<file path="src/rtl/seven_seg_scan_driver.sv">
// seven_seg_scan_driver
//   Time-multiplexed driver for an N-digit common-anode 7-segment display.
//   A shadow register captures new digit words at any time. The visible
//   display word is refreshed from the shadow only when the scan wraps back
//   to digit 0, so a frame never mixes old and new digits. Each digit slot
//   starts with a short dead time with all anodes off, which suppresses
//   ghosting while the segment lines change.
//
// Ports
//   clk         system clock, rising edge
//   reset_n     asynchronous active-low reset, synchronous release
//   digits_in   nibble k = digit k, digit 0 is the rightmost (LSD)
//   load        capture digits_in into the shadow register this cycle
//   hex_mode    1: nibbles 10-15 render as A b C d E F; 0: they render blank
//   blank_lz    1: suppress leading zeros (digit 0 always shown)
//   seg         {A,B,C,D,E,F,G}, active-low
//   an          digit enables, active-low, at most one bit low
//   pending     shadow holds data not yet on the display
//   frame_done  one-cycle pulse in the cycle after the scan wraps to digit 0
//
// load is a fire-and-forget strobe: there is no ready, every load is
// accepted, and the most recent one before a wrap is what gets displayed.
module seven_seg_scan_driver #(
  parameter int NUM_DIGITS = 4,
  parameter int CLK_DIV    = 50000,
  parameter int DEAD_CYC   = 2
) (
  input  logic                    clk,
  input  logic                    reset_n,
  input  logic [4*NUM_DIGITS-1:0] digits_in,
  input  logic                    load,
  input  logic                    hex_mode,
  input  logic                    blank_lz,
  output logic [6:0]              seg,
  output logic [NUM_DIGITS-1:0]   an,
  output logic                    pending,
  output logic                    frame_done
);

  localparam int PW = (CLK_DIV > 1) ? $clog2(CLK_DIV) : 1;
  localparam int IW = $clog2(NUM_DIGITS);
  localparam int DW = 4 * NUM_DIGITS;

  localparam logic [PW-1:0]         PRESC_MAX = PW'(CLK_DIV - 1);
  localparam logic [PW-1:0]         DEAD      = PW'(DEAD_CYC);
  localparam logic [IW-1:0]         IDX_MAX   = IW'(NUM_DIGITS - 1);
  localparam logic [NUM_DIGITS-1:0] AN_ONE    = NUM_DIGITS'(1);
  localparam logic [6:0]            SEG_OFF   = 7'b1111111;

  logic [PW-1:0]         r_presc;
  logic [IW-1:0]         r_idx;
  logic [DW-1:0]         r_shadow;
  logic [DW-1:0]         r_display;
  logic                  r_pending;
  logic                  r_frame_done;
  logic [6:0]            r_seg;
  logic [NUM_DIGITS-1:0] r_an;

  logic                  w_presc_end;
  logic                  w_wrap;
  logic [PW-1:0]         w_presc_nxt;
  logic [IW-1:0]         w_idx_nxt;
  logic [DW-1:0]         w_disp_nxt;
  logic [6:0]            w_seg_nxt;
  logic [NUM_DIGITS-1:0] w_an_nxt;

  function automatic logic [6:0] glyph(input logic [3:0] v, input logic hex);
    logic [6:0] g;
    case (v)
      4'h0:    g = 7'b0000001;
      4'h1:    g = 7'b1001111;
      4'h2:    g = 7'b0010010;
      4'h3:    g = 7'b0000110;
      4'h4:    g = 7'b1001100;
      4'h5:    g = 7'b0100100;
      4'h6:    g = 7'b0100000;
      4'h7:    g = 7'b0001111;
      4'h8:    g = 7'b0000000;
      4'h9:    g = 7'b0000100;
      4'hA:    g = 7'b0001000;
      4'hB:    g = 7'b1100000;
      4'hC:    g = 7'b0110001;
      4'hD:    g = 7'b1000010;
      4'hE:    g = 7'b0110000;
      default: g = 7'b0111000;
    endcase
    if (!hex && v > 4'd9) g = SEG_OFF;
    return g;
  endfunction

  // Scan position after the coming edge.
  always_comb begin
    w_presc_end = (r_presc == PRESC_MAX);
    w_wrap      = w_presc_end && (r_idx == IDX_MAX);
    w_presc_nxt = w_presc_end ? '0 : r_presc + 1'b1;
    w_idx_nxt   = r_idx;
    if (w_presc_end) w_idx_nxt = (r_idx == IDX_MAX) ? '0 : r_idx + 1'b1;
    // The commit uses the shadow as it stood before this edge.
    w_disp_nxt  = (w_wrap && r_pending) ? r_shadow : r_display;
  end

  // Outputs are computed for the post-edge scan position and display word so
  // the registered pins line up with prescaler/scan_idx.
  always_comb begin : b_out
    logic       l_all_zero;
    logic       l_blank;
    logic [3:0] l_nib;
    w_seg_nxt  = SEG_OFF;
    w_an_nxt   = '1;
    l_all_zero = 1'b1;
    l_blank    = 1'b0;
    l_nib      = '0;
    // Walk from the MSD down: a digit is a leading zero while it and every
    // digit above it is zero. Decimal 10-15 count as non-zero here.
    for (int k = NUM_DIGITS - 1; k >= 0; k--) begin
      l_all_zero = l_all_zero & (w_disp_nxt[4*k +: 4] == 4'd0);
      if (IW'(k) == w_idx_nxt) begin
        l_nib   = w_disp_nxt[4*k +: 4];
        l_blank = blank_lz && (k != 0) && l_all_zero;
      end
    end
    if (w_presc_nxt >= DEAD) begin
      w_an_nxt  = ~(AN_ONE << w_idx_nxt);
      w_seg_nxt = l_blank ? SEG_OFF : glyph(l_nib, hex_mode);
    end
  end

  always_ff @(posedge clk or negedge reset_n) begin
    if (!reset_n) begin
      r_presc      <= '0;
      r_idx        <= '0;
      r_shadow     <= '0;
      r_display    <= '0;
      r_pending    <= 1'b0;
      r_frame_done <= 1'b0;
      r_seg        <= SEG_OFF;
      r_an         <= '1;
    end else begin
      r_presc      <= w_presc_nxt;
      r_idx        <= w_idx_nxt;
      r_display    <= w_disp_nxt;
      r_frame_done <= w_wrap;
      r_seg        <= w_seg_nxt;
      r_an         <= w_an_nxt;
      if (load) r_shadow <= digits_in;
      // A load on the wrap edge keeps pending set for the freshly captured word.
      r_pending    <= load | (r_pending & ~w_wrap);
    end
  end

  assign seg        = r_seg;
  assign an         = r_an;
  assign pending    = r_pending;
  assign frame_done = r_frame_done;

endmodule

</file>
<file path="config.mk">
export PLATFORM = sky130hd
export DESIGN_NAME = seven_seg_scan_driver
export DESIGN_NICKNAME = d
export VERILOG_FILES = /design/src/rtl/seven_seg_scan_driver.sv
export SDC_FILE = /design/constraint.sdc
export NUM_CORES = 1
export LEC_CHECK = 0
export CAP_MARGIN = 20
export CORE_MARGIN = 5
export CORE_UTILIZATION = 30
export DETAILED_ROUTE_END_ITERATION = 10
export DONT_BUFFER_PORTS = 1
export PLACE_DENSITY = 0.47
export SLEW_MARGIN = 10
export SYNTH_ARGS = -nofsm -noshare
export SYNTH_HDL_FRONTEND = slang
export SYNTH_SLANG_ARGS = --single-unit
</file>
<file path="constraint.sdc">
create_clock -name clk -period 4.3 [get_ports clk]
set_input_delay 1.29 -clock clk [delete_from_list [all_inputs] [get_ports clk]]
set_output_delay 1.29 -clock clk [all_outputs]
set_load 0.01 [all_outputs]
</file>
# After elaboration in Yosys (flattened, before gate mapping)

Memories as Yosys holds them, arrays and structs flattened.
Cells that the tools add are included.

Add/sub/neg operators: 2
$lt $le $gt $ge: 2
Equality and inequality tests: 5
Shifts and indexed selects: 1
Multiplexer cells: 16
Bitwise logic cells: 6
Reductions and logical operators: 11

Operators by type and width:

| operator              | count |
|---|---|
| $mux 16               | 2 |
| $mux 7                | 3 |
| $mux 4                | 5 |
| $add 16x1->16 const B | 1 |
| $eq 16x16->1 const B  | 1 |
| $ge 16x2->1 const B   | 1 |
| $logic_not 4->1       | 3 |
| $logic_and 1x1->1     | 6 |
| $eq 2x2->1 const A    | 2 |
| $gt 4x4->1 const B    | 1 |
| $mux 1                | 4 |
| $mux 2                | 2 |
| $not 4->4             | 1 |
| $shl 1x2->4 const A   | 1 |
| $and 1x1->1           | 3 |
| $add 2x1->2 const B   | 1 |
| $eq 1x2->1 const A    | 1 |
| $eq 2x2->1 const B    | 1 |
| $logic_not 2->1       | 1 |
| $logic_not 1->1       | 1 |
| $not 1->1             | 1 |
| $or 1x1->1            | 1 |

Register bits: 63
ROM bits: 112
Bits of input ports: 21
Output and inout port bits: 13
Logic and storage cells: 52
Memories kept: 1

Memory list:

| memory          | depth | bits a word | read ports | clocked after memory_dff | write ports | RTL line | text |
|---|---|---|---|---|---|---|---|
| (no name shown) | 16    | 7           | 1          | 0                        | 0           | 69       | `case (v)` |

# Depth between registers and ports, before layout

Word-level depth: 13
Gate-level depth with buffers: 15
Gate-level depth less buffers: 14

# Least setup slack after synthesis

No wires, ideal clock.

Kind: register -> register
From: reg r_presc[7]
To: reg r_seg[4] (netlist: seg[4])
Library setup time: 0.098 ns
Data arrival time: 3.588 ns
Required time: 4.202 ns
Setup slack: 0.614 ns
Stages on the path, launching flop included: 15
Buffers on the path: 1
Clock period less this slack: 3.686 ns
Cells stage by stage: dfrtp_1 > or4b_4 > nor4_4 > mux2i_1 > inv_2 > buf_6 > nand3_1 > o21ai_0 > mux2i_1 > inv_1 > ha_1 > nor2_1 > nor2_1 > o311a_4 > o311ai_1

Elaborated cells on any way between the ends: 34
Those cells by class: 1 x add/sub; 2 x order compare; 4 x eq/ne; 14 x mux; 2 x bitwise; 10 x reduce/logical; 1 x memory

RTL lines:

| item                   | RTL line | text |
|---|---|---|
| start, declared        | 50       | `logic [PW-1:0] r_presc;` |
| start signal, assigned | 139      | `r_presc <= w_presc_nxt;` |
| $eq 16x16->1 *         | 93       | `w_presc_end = (r_presc == PRESC_MAX);` |
| $mux 2 *               | 97       | `if (w_presc_end) w_idx_nxt = (r_idx == IDX_MAX) ? '0 : r_idx + 1'b1;` |
| named net w_idx_nxt[0] | 62       | `logic [IW-1:0] w_idx_nxt;` |
| $eq 2x2->1             | 117      | `if (IW'(k) == w_idx_nxt) begin` |
| $mux 4 (4 in a row)    | 117      |  |
| $gt 4x4->1             | 87       | `if (!hex && v > 4'd9) g = SEG_OFF;` |
| $logic_and 1x1->1      | 87       |  |
| $mux 7                 | 87       |  |
| $mux 7 *               | 124      | `w_seg_nxt = l_blank ? SEG_OFF : glyph(l_nib, hex_mode);` |
| $mux 7 *               | 122      | `if (w_presc_nxt >= DEAD) begin` |
| named net w_seg_nxt[4] | 64       | `logic [6:0] w_seg_nxt;` |
| end signal, assigned   | 143      | `r_seg <= w_seg_nxt;` |
| end, declared          | 56       | `logic [6:0] r_seg;` |

Mark *: on every way through the listed nets, which the timed path passes. The rest lies on a longest branch.
A chain may end at the register's enable or synchronous reset.

# Worst setup path in the final report

From: reg r_presc[0]
To: reg r_seg[4] (netlist: seg[4])

Elaborated cells on any way between the ends: 34
Those cells by class: 1 x add/sub; 2 x order compare; 4 x eq/ne; 14 x mux; 2 x bitwise; 10 x reduce/logical; 1 x memory

RTL lines:

| item                                               | RTL line | text |
|---|---|---|
| $eq 16x16->1 *                                     | 93       |  |
| $logic_and 1x1->1 *                                | 94       | `w_wrap = w_presc_end && (r_idx == IDX_MAX);` |
| $logic_and 1x1->1 *                                | 99       | `w_disp_nxt = (w_wrap && r_pending) ? r_shadow : r_display;` |
| $mux 16 *                                          | 99       |  |
| named net w_disp_nxt[9]                            | 63       | `logic [DW-1:0] w_disp_nxt;` |
| $mux 4 / $logic_not 4->1 (equally long branches)   | 117, 116 |  |
| $mux 4 / $and 1x1->1 (equally long branches)       | 117, 116 |  |
| $mux 4, or another cell as far along               | 117      |  |
| $gt 4x4->1, or another cell as far along           | 87       |  |
| $logic_and 1x1->1 / $mux 1 (equally long branches) | 87, 117  |  |
| $mux 7 / $mux 1 (equally long branches)            | 87, 117  |  |
| $mux 7 *                                           | 124      |  |
| $mux 7 *                                           | 122      |  |
| named net w_seg_nxt[4]                             | 64       |  |

Marks and branches as above.

==> metrics.txt <==
top_reg_cell synth=dfrtp_1; worst-margin pin slew=551 ps; status=complete, no violations; DIE HEIGHT=113 µm; commonest cells in the netlist=dfrtp_1, o21ai_0, nand2_1; CP Max Fanout=11; Via density=5.16; Compound-Gate Fraction of Synth Area=0.120; residual DRC count=0; final instance area=3620 µm²; Hold/Removal Path Class=register to register; # port buffers=0; RSZ-0062 raised after global routing=false; worst hold margin=504 ps; dpl cell area=3370 µm²; Die Span X=113 µm; total track usage=0.132; initial antenna violation count=0; post-synth design cell area=3210 µm²; CP Buf/Inv Count=1; TritonCTS Buffers=9; CP top delay family=simple AND/OR/NAND/NOR gates; skew final=8.29 ps; ant diodes=0; full die area=12900 µm²; DRT Pass-1 Iters=4; Post-CTS Setup Bufs=0; CTS resizes=0; clock sink total=63; Setup violations, final=0; PwrDens=347 nW/µm²; clock power share=0.493; Sw Share=0.196; FFs w/ async S/R, synth=1.00; Routed WL per cell=17.0 µm; post-synthesis mux area share=0.0717; Ys Warns=0; hold buffer count at cts=0; fin nets=349; first-pass GRT wire length=13200 µm; share of layout cells above drive strength 1=0.167; Final ANT Viol Nets=0; WP data required=4540 ps; gpl congestion=0.835; Sequential Power Share=0.491; combinational fraction of design power=0.016; Skew-Pair Late Insertion Delay=350 ps; Max Transition Viols Final=0; CTS tree=yes; total negative slack=0 ps; Final min period=3540 ps; post-synth top area cell=dfrtp_1; peak supply drop=145 µV; period utilization=0.824; xor/xnor share of the synthesized area=0.0355; EDFF count, synth=0; CP max-delay cell=dfrtp_1; grt ovf=0; syn nets=343; P_int=0.00101 W; crit-path cells=ha_1 -> and3_1 -> and3_1 -> nand2_1 -> mux2_2 -> o21ai_0 -> mux2i_1 -> inv_1 -> ha_1 -> nor2_1 -> nor2_1 -> o311a_4 -> o311ai_1; Syn Area/Cell=10.3 µm²; CORE AREA=10400 µm²; final wirelength=7830 µm; LEAKAGE=1.60 nW; row cnt=37; synthesized flop and latch total=63; Simple-Gate Fraction of Synth Area=0.205; Filler cells=1093; adder-cell share of the synthesized area=0.0351; vias in the first global route=2394; main combinational cell family by area after synthesis=simple AND/OR/NAND/NOR gates; top cells by area, synth=dfrtp_1, dfstp_2, o21ai_0; Synth top area share=0.405; P&R area growth vs syn=12.6%; root buf cell=clkbuf_8; Ports=34; Slew Limit Headroom=0.631; Switch Pwr=0.000247 W; max incr delay on CP=430 ps; sequential share of the synthesized area=0.495; Hold Vio Cnt, Final=0; crit path DAT=3780 ps; largest net degree at the start of global routing=64; Max Clk Rate=0.282 GHz; Syn Inst Count=313; Total Power=0.00126 W; count leader, synth=dfrtp_1; CTS Buffer Depth=2; Starting DRT DRC Count=148; Starting Density=0.310; critical path startpoint category=register; max-cap viol count=0; critical path class=register to register; Worst-path clk slew=60 ps; Via Count=2372; CTS H-tree lvls=3; distinct cell type count after synthesis=51; critical path endpoint category=register; DP Wirelength=5640 µm
-- sequential cells by signal, indices dropped and copies added (netlist names) --
| register | count |
|---|---|
| seg | 7 |
| r_idx | 2 |
| r_shadow | 16 |
| frame_done | 1 |
| r_presc | 16 |
| an | 4 |
| pending | 1 |
| r_display | 16 |
-- stage by stage --
stage / cells / utilization / setup WS [ps]
detailed placement: 444 / 0.325 / 788
finish: 460 / 0.349 / 757
CTS: 460 / 0.349 / 771
global placement: 444 / 0.325 / 844
floorplan: 313 / - / 614
global route: 460 / 0.349 / 482
-- cell type report --
cell class	count	area, µm²	share of cell area
clock buffer	14	183	0.0505
clock inverter	2	60.1	0.0166
inverter	18	67.6	0.0187
multi-input combinational	221	1500	0.415
sequential	63	1590	0.440
tap	136	170	0.0471
timing repair buffer	6	45.0	0.0125
-- worst paths after layout --
path                               from            to  slack [ps]  cells after the start
max in group asynchronous       reset_n        seg[3]        3440                      0
min in group asynchronous       reset_n   r_presc[15]         630                      0
min                        r_display[1]  r_display[1]         500                      1
max                          r_presc[0]        seg[4]         760                     13
max reg2reg                  r_presc[0]        seg[4]         760                     13
min reg2reg                r_display[1]  r_display[1]         500                      1
-- placed cells by master (no fill, tap or decap), types with 2 or more instances in the layout --
cell type   n
dfrtp_1    52
o21ai_0    34
nand2_1    32
nor2_1     17
inv_1      16
nand3_1    16
nand4_1    15
mux2_2     13
clkbuf_8   13
dfstp_2    11
ha_1        9
xnor2_1     8
mux2i_1     7
nor3_1      6
buf_4       6
xor2_1      5
a21oi_1     5
and4_1      4
nor4_1      4
o221ai_1    4
or4b_4      3
or3_1       3
and3_1      3
and2_1      3
o211ai_1    3
nor4b_1     2
o2111ai_1   2
o211a_1     2
nor3b_1     2
bufinv_16   2
-- cells by family after synthesis --
logic type | after synthesis
compound gates | 60
xor+xnor | 13
fa+ha+maj | 9
buf+inv | 29
flops | 63
mux | 21
simple gates | 118
-- power by group through the flow --
stage	logic, W	registers (W)	clock network [W]
after floorplan	0.0000189	0.000624	0
after global placement	0.0000203	0.000627	0
after detailed placement	0.0000205	0.000628	0
after CTS	0.0000207	0.000617	0.000642
after global routing	0.0000231	0.000618	0.000667
final	0.0000202	0.000617	0.000620
-- layer usage --
layer,global-route usage,up-vias,part of all wire
met5,0,-,0
met1,0.187,1157,0.48
li1,-,1147,-
met2,0.188,57,0.45
met4,0.0649,0,0.021
met3,0.0308,11,0.051
Power figures use the tool's default switching activity.
